File: src/rtl/seq_multiplier.sv
// Iterative shift-and-add multiplier, unsigned or signed per transaction; one operand bit per cycle.
// Result appears WIDTH cycles after acceptance. It is held with out_valid until out_ready, and no new operands are taken meanwhile.
module seq_multiplier #(
  parameter int WIDTH = 8
) (
  input  logic                 clk,
  input  logic                 rst,
  input  logic                 in_valid,
  output logic                 in_ready,
  input  logic [WIDTH-1:0]     a,
  input  logic [WIDTH-1:0]     b,
  input  logic                 mode,
  output logic                 out_valid,
  input  logic                 out_ready,
  output logic [2*WIDTH-1:0]   result
);

  localparam int CW = $clog2(WIDTH);

  typedef enum logic [1:0] {IDLE, CALC, DONE} state_t;

  state_t              state, state_nxt;
  logic [2*WIDTH-1:0]  mcand;
  logic [WIDTH-1:0]    mplier;
  logic [2*WIDTH-1:0]  acc;
  logic [CW-1:0]       cnt;
  logic                sign;

  logic                accept;
  logic                last_bit;
  logic [WIDTH-1:0]    mag_a, mag_b;
  logic [2*WIDTH-1:0]  sum;

  always_ff @(posedge clk) begin
    if (rst) state <= IDLE;
    else     state <= state_nxt;
  end

  always_comb begin
    state_nxt = state;
    in_ready  = 1'b0;
    out_valid = 1'b0;
    case (state)
      IDLE: begin
        in_ready = !rst;
        if (in_valid) state_nxt = CALC;
      end
      CALC: begin
        if (last_bit) state_nxt = DONE;
      end
      DONE: begin
        out_valid = 1'b1;
        if (out_ready) state_nxt = IDLE;
      end
      default: state_nxt = IDLE;
    endcase
  end

  assign accept   = in_valid && in_ready;
  assign last_bit = (cnt == CW'(WIDTH - 1));

  // The most-negative value negates to itself, which read unsigned is its correct magnitude.
  always_comb begin
    mag_a = (mode && a[WIDTH-1]) ? -a : a;
    mag_b = (mode && b[WIDTH-1]) ? -b : b;
    sum   = acc + (mplier[0] ? mcand : '0);
  end

  always_ff @(posedge clk) begin
    if (rst) begin
      mcand  <= '0;
      mplier <= '0;
      acc    <= '0;
      cnt    <= '0;
      sign   <= 1'b0;
      result <= '0;
    end else if (accept) begin
      mcand  <= {{WIDTH{1'b0}}, mag_a};
      mplier <= mag_b;
      acc    <= '0;
      cnt    <= '0;
      sign   <= mode && (a[WIDTH-1] ^ b[WIDTH-1]);
    end else if (state == CALC) begin
      acc    <= sum;
      mcand  <= mcand << 1;
      mplier <= mplier >> 1;
      cnt    <= cnt + 1'b1;
      if (last_bit) result <= sign ? -sum : sum;
    end
  end

endmodule
File: config.mk
export PLATFORM = sky130hd
export DESIGN_NAME = seq_multiplier
export DESIGN_NICKNAME = d
export VERILOG_FILES = /design/src/rtl/seq_multiplier.sv
export SDC_FILE = /design/constraint.sdc
export NUM_CORES = 1
export LEC_CHECK = 0
export CAP_MARGIN = 5
export CORE_MARGIN = 5
export CORE_UTILIZATION = 55
export CTS_CLUSTER_DIAMETER = 80
export DETAILED_ROUTE_END_ITERATION = 8
export PLACE_DENSITY = 0.78
export SLEW_MARGIN = 40
export SYNTH_ARGS = -nofsm -noshare
export SYNTH_HDL_FRONTEND = slang
export SYNTH_SLANG_ARGS = --single-unit
File: constraint.sdc
create_clock -name clk -period 3.85 [get_ports clk]
set_input_delay 0.5775 -clock clk [delete_from_list [all_inputs] [get_ports clk]]
set_output_delay 0.5775 -clock clk [all_outputs]
set_load 0.02 [all_outputs]
==> results.sh, run 1 <==
export IMPL_wl_met3_um=601
export IMPL_clkSinkCount=62
export IMPL_first_iter_violations=189
export IMPL_ys_seq_area_frac=0.324
export IMPL_cts_tree="built"
export IMPL_clk_latency_ns=0.35
export IMPL_worst_pin_slew_ns=0.651
export IMPL_wl_met1_um=3890
export IMPL_synth_common_cells="nand2_1 (88), dfxtp_1 (62), a21oi_1 (46)"
export IMPL_yosysUniqueCellTypes=51
export IMPL_gp_congestion=0.936
export IMPL_synthFlopType="dfxtp_1"
export IMPL_async_flop_share=0
export IMPL_syn_cell_area_um2=3830
export IMPL_critPathCaptureType="register"
export IMPL_initial_utilization=0.564
export IMPL_grt_overflow_total=0
export IMPL_setup_worst_path_class="register to register"
export IMPL_p_seq_frac=0.413
export IMPL_wl_met2_um=4060
export IMPL_max_cap_violations=0
export IMPL_die_area_um2=8740
export IMPL_run_status="complete, no violations"
export IMPL_viasPerCell=5.75
export IMPL_synth_area_leaders="dfxtp_1 (32%), nand2_1 (8.6%), ha_1 (6.5%)"
export IMPL_postCtsSetupBuffers=0
export IMPL_top_layer="met4"
export IMPL_vias=3596
export IMPL_synthDominantCellAreaShare=0.324
export IMPL_avgSynthCellArea_um2=7.70
export IMPL_yosysWarnings=0
export IMPL_dp_hpwl_um=6380
export IMPL_cts_hold_buf=0
export IMPL_switching_power_mw=0.408
export IMPL_syn_instance_count=498
export IMPL_rows=30
export IMPL_cp_required_ns=4.07
export IMPL_die_y_um=93.5
export IMPL_max_freq_mhz=279
export IMPL_grt_setup_unrepaired="no"
export IMPL_tritoncts_num_buffers=9
export IMPL_clk_path_buf_depth=2
export IMPL_finalPower_mw=1.64
export IMPL_routed_wl_um=8710
export IMPL_grt_max_degree=44
export IMPL_place_port_buffers=38
export IMPL_ios=39
export IMPL_grt_pass1_vias=3351
export IMPL_seq_area_um2=1240
export IMPL_power_frac_comb=0.116
export IMPL_synth_edff_count=0
export IMPL_max_slew_margin_rel=0.563
export IMPL_yosys_area_top_type="dfxtp_1"
export IMPL_synth_most_common_cell="nand2_1"
export IMPL_hold_viol=0
export IMPL_crit_arrival_ns=3.80
export IMPL_htreeDepth=3
export IMPL_syn_to_final_growth_pct=18.5
export IMPL_reg2reg_depth=11
export IMPL_fin_worst_skew_ns=0.0103
export IMPL_finalSetupViolCount=0
export IMPL_diodes=0
export IMPL_dieWidth_um=93.5
export IMPL_power_frac_clock=0.471
export IMPL_leakage_nw=1.75
export IMPL_cts_resized=0
export IMPL_hold_depth=2
export IMPL_num_fill_cells=613
export IMPL_finalNetCount=566
export IMPL_grt_util_all_layers=0.209
export IMPL_fin_crit_ns=3.58
export IMPL_swShare=0.249
export IMPL_clk_pin_slew_ns=0.08
export IMPL_antenna_found_initial=0
export IMPL_design_core_area_um2=6790
export IMPL_worst_path_max_fanout=17
export IMPL_ir_drop_mv=0.147
export IMPL_start_kind="register"
export IMPL_grt_pass1_wl_um=15000
export IMPL_drc=0
export IMPL_drive_above_1_share=0.0586
export IMPL_wire_per_inst_um=13.9
export IMPL_multi_input_area_um2=2440
export IMPL_maxSlewViolCount=0
export IMPL_cts_root_buf="clkbuf_8"
export IMPL_powerDensity_nw_per_um2=361
export IMPL_post_route_period_util=0.930
export IMPL_postRouteAntennaNets=0
export IMPL_synth_seq_cells=62
export IMPL_synth_nets=540
export IMPL_firstDrtPassIters=5
export IMPL_fin_setup_tns_ns=0
export IMPL_hp_class="register to register"
export IMPL_p_int_mw=1.23
## cells in the final DEF (no fill, tap or decap), types with 10 or more instances in the layout
master and n:
o21ai_0 10, a211oi_1 18, clkdlybuf4s50_1 38, ha_1 20
dfxtp_1 62, a21oi_1 46, xor2_1 23, xnor2_1 11
inv_1 12, nor2_1 45, nand2_1 88, and2_1 18
nand3_1 13, nor3_1 14, a311oi_1 12
## logic make-up after synthesis
group,Yosys count,synth area share
compound gates,128,0.228
xor+xnor,34,0.0777
fa+ha+maj,21,0.0705
buf+inv,41,0.0408
flops,62,0.324
mux,2,0.00522
simple gates,210,0.254
## power by group through the flow
| stage | logic [mW] | registers (mW) | clock network [mW] |
|---|---|---|---|
| 3_3_place_gp | 0.184 | 0.691 | 0 |
| 2_1_floorplan | 0.132 | 0.684 | 0 |
| 3_5_place_dp | 0.189 | 0.692 | 0 |
| 5_1_grt | 0.210 | 0.680 | 0.812 |
| 4_1_cts | 0.189 | 0.677 | 0.775 |
| 6_report | 0.190 | 0.677 | 0.773 |
## layer usage
| metal | vias up | GRT usage |
|---|---|---|
| met1 | 1635 | 0.264 |
| met5 | - | 0 |
| met3 | 15 | 0.0418 |
| li1 | 1829 | - |
| met4 | 0 | 0.0794 |
| met2 | 117 | 0.348 |
## worst paths after layout
kind                          start                      end  slack [ns]
min          mcand[10]$_SDFFE_PP0P_   mcand[11]$_SDFFE_PP0P_        0.46
min reg2reg  mcand[10]$_SDFFE_PP0P_   mcand[11]$_SDFFE_PP0P_        0.46
max          mplier[0]$_SDFFE_PP0P_  result[15]$_SDFFE_PP0P_        0.27
max reg2reg  mplier[0]$_SDFFE_PP0P_  result[15]$_SDFFE_PP0P_        0.27
## flip-flops by register name, indices dropped and copies added (netlist names)
name and cells:
sign 1, mplier 8, acc 16, result 16, cnt 3, mcand 16, state 2
## area by class of cell
class / count / share of cell area
Multi-Input combinational cell: 395 / 0.537
Sequential cell: 62 / 0.273
Timing Repair Buffer: 44 / 0.0945
Clock inverter: 7 / 0.0320
Clock buffer: 9 / 0.0273
Tap cell: 96 / 0.0264
Inverter: 12 / 0.00992
## metrics by stage
| step | cell area [um^2] | std cells | setup WS, ns | hold WS (ns) | util |
|---|---|---|---|---|---|
| finish | 4540 | 625 | 0.271 | 0.458 | 0.669 |
| detailed placement | 4270 | 609 | 0.306 | 0.450 | 0.629 |
| global route | 4540 | 625 | 0.0677 | 0.488 | 0.669 |
| global placement | 4260 | 608 | 0.500 | 0.440 | 0.627 |
| CTS | 4540 | 625 | 0.302 | 0.460 | 0.669 |
| floorplan | 3830 | 498 | 0.702 | 0.437 | - |
## critical path: stages, from the launching register on
cell and delay (ns):
dfxtp_1 0.44, and2_1 0.20, ha_1 0.22, fa_1 0.44, a211oi_1 0.31, o21ai_0 0.21, xor2_1 0.24, nor4_4 0.38
o2111ai_2 0.22, nor4_1 0.44, a311o_1 0.25, o211ai_1 0.11
Power figures use the tool's default switching activity.
==> run 2, diff against run 1 <==
--- a/config.mk
+++ b/config.mk
@@ -8,7 +8,6 @@
 export CAP_MARGIN = 5
 export CORE_MARGIN = 5
 export CORE_UTILIZATION = 55
-export CTS_CLUSTER_DIAMETER = 80
 export DETAILED_ROUTE_END_ITERATION = 8
 export PLACE_DENSITY = 0.78
 export SLEW_MARGIN = 40
==> results of run 2 <==
Same layout as run 1: the final DEF is identical, and so are final timing and power.
